**src/rtl/output_neuron_backprop_pkg.sv**
```systemverilog
// Shared types, limits and saturation helper for the output-neuron backward pass.
package nn_pkg;

  localparam int N_IN = 5;

  typedef logic        [9:0] act_t;
  typedef logic signed [9:0] weight_t;
  typedef logic signed [9:0] delta_t;

  localparam logic signed [23:0] W_MIN = -24'sd512;
  localparam logic signed [23:0] W_MAX = 24'sd511;

  // Intermediate results are carried at 24 bits so every product fits before clamping.
  function automatic weight_t sat10(input logic signed [23:0] v);
    if (v > W_MAX)
      return W_MAX[9:0];
    else if (v < W_MIN)
      return W_MIN[9:0];
    else
      return v[9:0];
  endfunction

endpackage

```
**src/rtl/output_neuron_backprop_if.sv**
```systemverilog
// Operand/result bundle between the backprop block and its controller.
interface output_neuron_backprop_if;
  import nn_pkg::*;

  logic    start;
  logic    ready;
  act_t    inVal      [N_IN];
  act_t    outVal;
  act_t    target;
  weight_t weight_in  [N_IN];
  weight_t weight_out [N_IN];
  logic    wr_en;
  logic    [2:0] wr_idx;
  weight_t wr_data;
  delta_t  delta;
  logic    done;

  modport master (
    output start, inVal, outVal, target, weight_in,
    input  ready, weight_out, wr_en, wr_idx, wr_data, delta, done
  );

  modport slave (
    input  start, inVal, outVal, target, weight_in,
    output ready, weight_out, wr_en, wr_idx, wr_data, delta, done
  );
endinterface

```
**src/rtl/output_neuron_backprop_weight_step.sv**
```systemverilog
// One weight update: w + ((delta * act) >>> (10 + LR_SHIFT)), saturated to 10 bits.
// Defining BP_GRAD_CLIP_EN limits each step to +/-DW_MAX before the addition.
module bp_weight_step
  import nn_pkg::*;
#(
  parameter int LR_SHIFT = 2,
  parameter int DW_MAX   = 8
) (
  input  delta_t  delta,
  input  act_t    in_val,
  input  weight_t weight,
  output weight_t new_weight
);

`ifdef BP_GRAD_CLIP_EN
  localparam bit CLIP_EN = 1'b1;
`else
  localparam bit CLIP_EN = 1'b0;
`endif

  localparam logic signed [20:0] DW_HI = 21'(DW_MAX);
  localparam logic signed [20:0] DW_LO = -DW_HI;

  logic signed [20:0] prod;
  logic signed [20:0] dw;
  logic signed [20:0] dw_c;
  logic signed [23:0] sum;

  // |delta| <= 512 and act <= 1023, so the product fits in 21 signed bits.
  always_comb begin
    prod = 21'(delta) * $signed({11'b0, in_val});
    dw   = prod >>> (10 + LR_SHIFT);
    dw_c = dw;
    if (CLIP_EN) begin
      if (dw > DW_HI)
        dw_c = DW_HI;
      else if (dw < DW_LO)
        dw_c = DW_LO;
    end
    sum        = 24'(weight) + 24'(dw_c);
    new_weight = sat10(sum);
  end

endmodule

```
**src/rtl/output_neuron_backprop.sv**
```systemverilog
// Backward pass for the 5-input output neuron: delta, then one weight update per cycle.
// Optional BP_GRAD_CLIP_EN (see bp_weight_step) bounds each weight step.
module output_neuron_backprop
  import nn_pkg::*;
#(
  parameter int LR_SHIFT = 2,
  parameter int DW_MAX   = 8
) (
  input logic                     clk,
  input logic                     rst,
  output_neuron_backprop_if.slave bus
);

  localparam logic [1:0] S_IDLE   = 2'd0;
  localparam logic [1:0] S_DELTA  = 2'd1;
  localparam logic [1:0] S_UPDATE = 2'd2;
  localparam logic [1:0] S_DONE   = 2'd3;
  localparam logic [2:0] IDX_LAST = 3'(N_IN - 1);

  logic [1:0] state;
  logic [2:0] idx;
  act_t       in_lat [N_IN];
  weight_t    w_lat  [N_IN];
  act_t       out_lat;
  act_t       tgt_lat;
  delta_t     delta_r;
  delta_t     delta_next;
  weight_t    w_new;

  logic signed [10:0] err;
  logic        [20:0] deriv;
  logic signed [23:0] eprod;

  // Sigmoid-style derivative out*(1-out) in Q0.10 peaks at 256 for out = 0.5.
  always_comb begin
    err        = $signed({1'b0, tgt_lat}) - $signed({1'b0, out_lat});
    deriv      = (21'(out_lat) * (21'd1024 - 21'(out_lat))) >> 10;
    eprod      = 24'(err) * $signed({3'b0, deriv});
    delta_next = sat10(eprod >>> 10);
  end

  bp_weight_step #(
    .LR_SHIFT (LR_SHIFT),
    .DW_MAX   (DW_MAX)
  ) u_step (
    .delta      (delta_r),
    .in_val     (in_lat[idx]),
    .weight     (w_lat[idx]),
    .new_weight (w_new)
  );

  always_ff @(posedge clk or posedge rst) begin
    if (rst) begin
      state   <= S_IDLE;
      idx     <= '0;
      out_lat <= '0;
      tgt_lat <= '0;
      delta_r <= '0;
      for (int k = 0; k < N_IN; k++) begin
        in_lat[k]         <= '0;
        w_lat[k]          <= '0;
        bus.weight_out[k] <= '0;
      end
    end else begin
      case (state)
        S_IDLE: begin
          if (bus.start) begin
            for (int k = 0; k < N_IN; k++) begin
              in_lat[k] <= bus.inVal[k];
              w_lat[k]  <= bus.weight_in[k];
            end
            out_lat <= bus.outVal;
            tgt_lat <= bus.target;
            idx     <= '0;
            state   <= S_DELTA;
          end
        end
        S_DELTA: begin
          delta_r <= delta_next;
          state   <= S_UPDATE;
        end
        S_UPDATE: begin
          bus.weight_out[idx] <= w_new;
          if (idx == IDX_LAST)
            state <= S_DONE;
          else
            idx <= idx + 3'd1;
        end
        default: state <= S_IDLE;
      endcase
    end
  end

  // The write strobe is visible in the same cycle the weight is computed.
  assign bus.ready   = (state == S_IDLE);
  assign bus.wr_en   = (state == S_UPDATE);
  assign bus.wr_idx  = bus.wr_en ? idx : 3'd0;
  assign bus.wr_data = bus.wr_en ? w_new : '0;
  assign bus.delta   = delta_r;
  assign bus.done    = (state == S_DONE);

endmodule

```
**src/flat_wrapper.sv**
```systemverilog
// flat-port wrapper written by rule: the top's interface ports become plain ports
module output_neuron_backprop_flat import nn_pkg::*;
#(
  parameter int LR_SHIFT = 2,
  parameter int DW_MAX   = 8
)
  (clk, rst, bus_start, bus_inVal, bus_outVal, bus_target, bus_weight_in, bus_ready, bus_weight_out, bus_wr_en, bus_wr_idx, bus_wr_data, bus_delta, bus_done);
  output_neuron_backprop_if bus_i ();
  input logic clk;
  input logic rst;
  input wire logic [$bits(bus_i.start)-1:0] bus_start;
  input wire logic [$bits(bus_i.inVal)-1:0] bus_inVal;
  input wire logic [$bits(bus_i.outVal)-1:0] bus_outVal;
  input wire logic [$bits(bus_i.target)-1:0] bus_target;
  input wire logic [$bits(bus_i.weight_in)-1:0] bus_weight_in;
  output wire logic [$bits(bus_i.ready)-1:0] bus_ready;
  output wire logic [$bits(bus_i.weight_out)-1:0] bus_weight_out;
  output wire logic [$bits(bus_i.wr_en)-1:0] bus_wr_en;
  output wire logic [$bits(bus_i.wr_idx)-1:0] bus_wr_idx;
  output wire logic [$bits(bus_i.wr_data)-1:0] bus_wr_data;
  output wire logic [$bits(bus_i.delta)-1:0] bus_delta;
  output wire logic [$bits(bus_i.done)-1:0] bus_done;
  assign bus_i.start = bus_start;
  assign bus_i.inVal = {>>{bus_inVal}};
  assign bus_i.outVal = bus_outVal;
  assign bus_i.target = bus_target;
  assign bus_i.weight_in = {>>{bus_weight_in}};
  assign bus_ready = bus_i.ready;
  assign bus_weight_out = {>>{bus_i.weight_out}};
  assign bus_wr_en = bus_i.wr_en;
  assign bus_wr_idx = bus_i.wr_idx;
  assign bus_wr_data = bus_i.wr_data;
  assign bus_delta = bus_i.delta;
  assign bus_done = bus_i.done;
  output_neuron_backprop #(.LR_SHIFT(LR_SHIFT), .DW_MAX(DW_MAX)) u_core (.clk(clk), .rst(rst), .bus(bus_i));
endmodule
```
**config.mk**
```make
export PLATFORM = sky130hd
export DESIGN_NAME = output_neuron_backprop_flat
export DESIGN_NICKNAME = d
export VERILOG_FILES = /design/src/rtl/output_neuron_backprop_pkg.sv /design/src/rtl/output_neuron_backprop_if.sv /design/src/rtl/output_neuron_backprop_weight_step.sv /design/src/rtl/output_neuron_backprop.sv /design/src/flat_wrapper.sv
export SDC_FILE = /design/constraint.sdc
export NUM_CORES = 1
export LEC_CHECK = 0
export ABC_AREA = 1
export CAP_MARGIN = 5
export CORE_ASPECT_RATIO = 0.75
export CORE_MARGIN = 2
export CORE_UTILIZATION = 35
export CTS_CLUSTER_DIAMETER = 200
export CTS_CLUSTER_SIZE = 40
export DETAILED_ROUTE_END_ITERATION = 10
export PLACE_DENSITY = 0.58
export SYNTH_ARGS = -nofsm -noshare
export SYNTH_HDL_FRONTEND = slang
export SYNTH_SLANG_ARGS = --single-unit
```
**constraint.sdc**
```tcl
create_clock -name clk -period 10.8 [get_ports clk]
set_clock_uncertainty 0.15 [all_clocks]
set_input_delay 3.24 -clock clk [delete_from_list [all_inputs] [get_ports clk]]
set_output_delay 3.24 -clock clk [all_outputs]
set_load 0.005 [all_outputs]
```
==> impl_metrics.prom <==
# TYPE chip_impl_metric gauge
chip_impl_info{name="outcome",value="finished with violations"} 1
chip_impl_info{name="violations",value="setup timing"} 1
chip_impl_metric{name="synth-seq-cells",unit=""} 185
chip_impl_metric{name="path_clk_slew",unit="ns"} 0.08
chip_impl_metric{name="cts.sink_count",unit=""} 185
chip_impl_metric{name="setup_viol",unit=""} 1
chip_impl_metric{name="cp_data_required_time",unit="ns"} 7.41
chip_impl_metric{name="final-hold-violation-count",unit=""} 0
chip_impl_metric{name="largest_net_degree_at_the_start_of_global_routing",unit=""} 121
chip_impl_info{name="tritoncts_clock_tree",value="yes"} 1
chip_impl_metric{name="synth-edff-count",unit=""} 0
chip_impl_info{name="crit_top_cell",value="inv_2"} 1
chip_impl_metric{name="finish.utilization",unit="%"} 45.5
chip_impl_info{name="clock_tree.root_cell",value="clkbuf_16"} 1
chip_impl_metric{name="final_net_count",unit=""} 3432
chip_impl_metric{name="top_achievable_clock_speed",unit="MHz"} 92.2
chip_impl_metric{name="grt_pass1_vias",unit=""} 18100
chip_impl_metric{name="critical_path_arrival",unit="ns"} 7.45
chip_impl_metric{name="netlist-cell-type-count",unit=""} 53
chip_impl_metric{name="buffer_ports.inserted",unit=""} 198
chip_impl_metric{name="global_route.usage.total",unit="%"} 22.6
chip_impl_info{name="hold_path.class",value="flop to flop"} 1
chip_impl_metric{name="grt_use_met3",unit="%"} 5.83
chip_impl_metric{name="io-pin-count",unit=""} 199
chip_impl_metric{name="hpwlAfterDp",unit="um"} 53000
chip_impl_metric{name="drt-total-wl",unit="um"} 65800
chip_impl_metric{name="clk_lat_worst_skew",unit="ns"} 0.46
chip_impl_metric{name="area_growth_syn_to_layout",unit="%"} 28.5
chip_impl_metric{name="grt.met1_usage",unit="%"} 33.6
chip_impl_metric{name="drv_cap",unit=""} 0
chip_impl_info{name="timing.critical_path.slowest_stage_cell",value="fa_1"} 1
chip_impl_metric{name="fillers",unit=""} 5442
chip_impl_metric{name="numCtsBuffers",unit=""} 17
chip_impl_metric{name="antenna_found_initial",unit=""} 3
chip_impl_metric{name="die_boundary_height",unit="um"} 210
chip_impl_metric{name="grt.overflow.total",unit=""} 0
chip_impl_metric{name="cts_max_path_buffers",unit=""} 2
chip_impl_metric{name="min_period",unit="ns"} 10.84
chip_impl_metric{name="grt_first_pass_wirelength",unit="um"} 102000
chip_impl_info{name="setup.worst_path.end_class",value="output pin"} 1
chip_impl_metric{name="syn_area_per_cell",unit="um2"} 7.88
chip_impl_metric{name="timing.setup.tns",unit="ns"} -0.0441
chip_impl_metric{name="detailroute.via_count",unit=""} 17800
chip_impl_metric{name="drt-vias-per-instance",unit=""} 4.92
chip_impl_info{name="critPathLaunchType",value="flop"} 1
chip_impl_metric{name="slew_violations",unit=""} 0
chip_impl_info{name="synth-main-ff-cell",value="dfrtp_1"} 1
chip_impl_info{name="grt_setup_unrepaired",value="true"} 1
chip_impl_metric{name="preCtsSetupSlack",unit="ns"} -0.182
chip_impl_metric{name="drive_gt1_share",unit="%"} 15.3
chip_impl_metric{name="worst-path-max-fanout",unit=""} 7
chip_impl_metric{name="timing.critical_path.slowest_cell_delay",unit="ns"} 0.58
chip_impl_metric{name="synth.cell_area",unit="um2"} 19900
chip_impl_info{name="globalRoute.busiestLayer",value="met1"} 1
chip_impl_metric{name="htree_num_levels",unit=""} 4
chip_impl_info{name="worstSetupPathType",value="flop to output pin"} 1
chip_impl_metric{name="postSynth.asyncResetShare",unit="%"} 100
chip_impl_metric{name="initial_utilization",unit="%"} 35.4
chip_impl_metric{name="drt-initial-drc-count",unit=""} 1428
chip_impl_metric{name="sequential_cell_area_fraction_in_the_yosys_report",unit="%"} 23.3
chip_impl_metric{name="final_weighted_congestion_in_routability_driven_placement",unit=""} 0.937
chip_impl_metric{name="die-width",unit="um"} 279
chip_impl_metric{name="cell_count_after_synthesis",unit=""} 2519
chip_impl_metric{name="grt_use_met2",unit="%"} 32.5
chip_impl_metric{name="postRouteAntennaNets",unit=""} 0
chip_impl_metric{name="drc",unit=""} 0
chip_impl_metric{name="firstDrtPassIters",unit=""} 5
chip_impl_metric{name="synth.yosys.warnings",unit=""} 0
chip_impl_metric{name="max-slew-margin-rel",unit="%"} 27.0
chip_impl_metric{name="postLayoutSetupSlackWorst",unit="ns"} -0.0441
chip_impl_metric{name="core_rows",unit=""} 75
chip_impl_metric{name="floorplan.core_area",unit="um2"} 56000
chip_impl_metric{name="wire_per_inst",unit="um"} 18.2
chip_impl_metric{name="timing.final.crit_share",unit="%"} 100
chip_impl_metric{name="worst_pin_slew",unit="ns"} 1.09
chip_impl_metric{name="total_die_area",unit="um2"} 58700
==> final cells by class <==
class	instances	area [um2]	area share (%)
diodes	4	10.0	0.0392
repair inverters	1	11.3	0.0441
flip-flops and latches	185	4630	18.2
inverters	407	1560	6.11
repair buffers	402	3600	14.1
clock inverters	14	158	0.618
multi-input cells	1861	14200	55.7
clock buffers	17	425	1.67
well taps	731	915	3.58
==> kinds of logic after synthesis <==
logic type	share of synthesized area, %
buffers and inverters	9.24
AND/OR/NAND/NOR	22.0
XOR/XNOR	2.10
adder cells (fa/ha/maj)	35.4
other	0.0378
AO/OA/AOI/OAI	7.92
flip-flops	23.3
==> metal layers <==
layer	vias to the layer above	share of wire [%]	routed length, um
li1	8522	-	-
met1	8647	48	31600
met2	578	41	27200
met3	88	8.3	5430
met4	0	2.3	1520
met5	-	0	0
==> repair_timing <==
item | 4_1_cts | 5_1_grt
endpoints found under the setup margin | 18 | 20
resized for setup | 81 | 183
gates cloned | 1 | 2
hold buffers | 0 | 0
endpoints found under the hold margin | 0 | 0
buffers inserted | 26 | 17
pin swaps | 23 | 63
==> cells in the final DEF (no fill, tap or decap), types with 9 or more instances in the layout <==
cell type	netlist	final
fa_2	0	10
ha_4	0	14
nand2_1	731	701
inv_2	6	16
nor3_1	14	12
a21oi_1	113	94
buf_6	1	15
nor2_2	2	23
xor2_1	29	28
clkdlybuf4s50_1	0	188
a31oi_1	22	22
ha_1	222	204
nand3_1	48	36
clkinv_1	11	9
dfrtp_1	185	183
clkbuf_16	0	18
nand4_1	19	19
nand3_2	2	9
o21ai_2	3	15
xnor2_1	13	13
o21ai_1	7	13
inv_1	388	377
fa_1	212	202
nor2_1	242	215
nand2_4	7	18
a21oi_2	0	16
o21ai_0	106	86
nand2_2	9	27
buf_4	0	183
==> critical path: cells and delay by family (launching register included) <==
family                   cells  cell delay, ns
adder cells (fa/ha/maj)      8            3.51
flip-flops                   1            0.43
XOR/XNOR                     1            0.21
buffers and inverters       11            0.91
AO/OA/AOI/OAI                4            0.58
AND/OR/NAND/NOR             14            1.35
==> synth_stat cells (all sizes together), types with 14 or more instances <==
cell type  number  area share (%)
a21oi         113             2.8
clkbuf         60             1.1
o21ai         116             3.0
inv           395             7.5
nor3           14            0.35
nand2         747              14
dfrtp         185              23
ha            222              14
nand3          51             1.4
a31oi          22            0.69
nand4          19            0.60
xor2           32             1.5
fa            212              21
nor2          245             4.7
==> through the flow <==
step / instance area, um2 / cells / hold WS [ns]
floorplan: 19900 / 2525 / 0.294
global placement: 23700 / 3542 / 0.313
detailed placement: 23700 / 3542 / 0.315
CTS: 24700 / 3600 / 0.339
global route: 25500 / 3621 / 0.357
finish: 25500 / 3622 / 0.334
==> state kept, by name, indices dropped and copies added (netlist names) <==
name                   cells
u_core.in_lat             50
u_core.w_lat              50
u_core.bus.weight_out     50
u_core.idx                 3
u_core.state               2
u_core.out_lat            10
u_core.bus.delta          10
u_core.tgt_lat            10
==> worst paths after layout <==
| kind | startpoint | to | slack, ns | cells after the start |
|---|---|---|---|---|
| max | u_core.idx[1]$_DFFE_PP0P_ | bus_wr_data[6] | -0.04 | 38 |
| min | u_core.w_lat[41]$_DFFE_PP0P_ | u_core.w_lat[41]$_DFFE_PP0P_ | 0.33 | 2 |
| max reg2reg | u_core.out_lat[2]$_DFFE_PP0P_ | u_core.bus.delta[7]$_DFFE_PP0P_ | 0.47 | 50 |
| min reg2reg | u_core.w_lat[41]$_DFFE_PP0P_ | u_core.w_lat[41]$_DFFE_PP0P_ | 0.33 | 2 |
| max in group asynchronous | rst | u_core.bus.weight_out[42]$_DFFE_PP0P_ | 5.84 | 3 |
| min in group asynchronous | rst | u_core.in_lat[19]$_DFFE_PP0P_ | 3.20 | 2 |
Power is not shown: default switching activity piles up to over one toggle a cycle in this logic, so the estimate is an artifact.
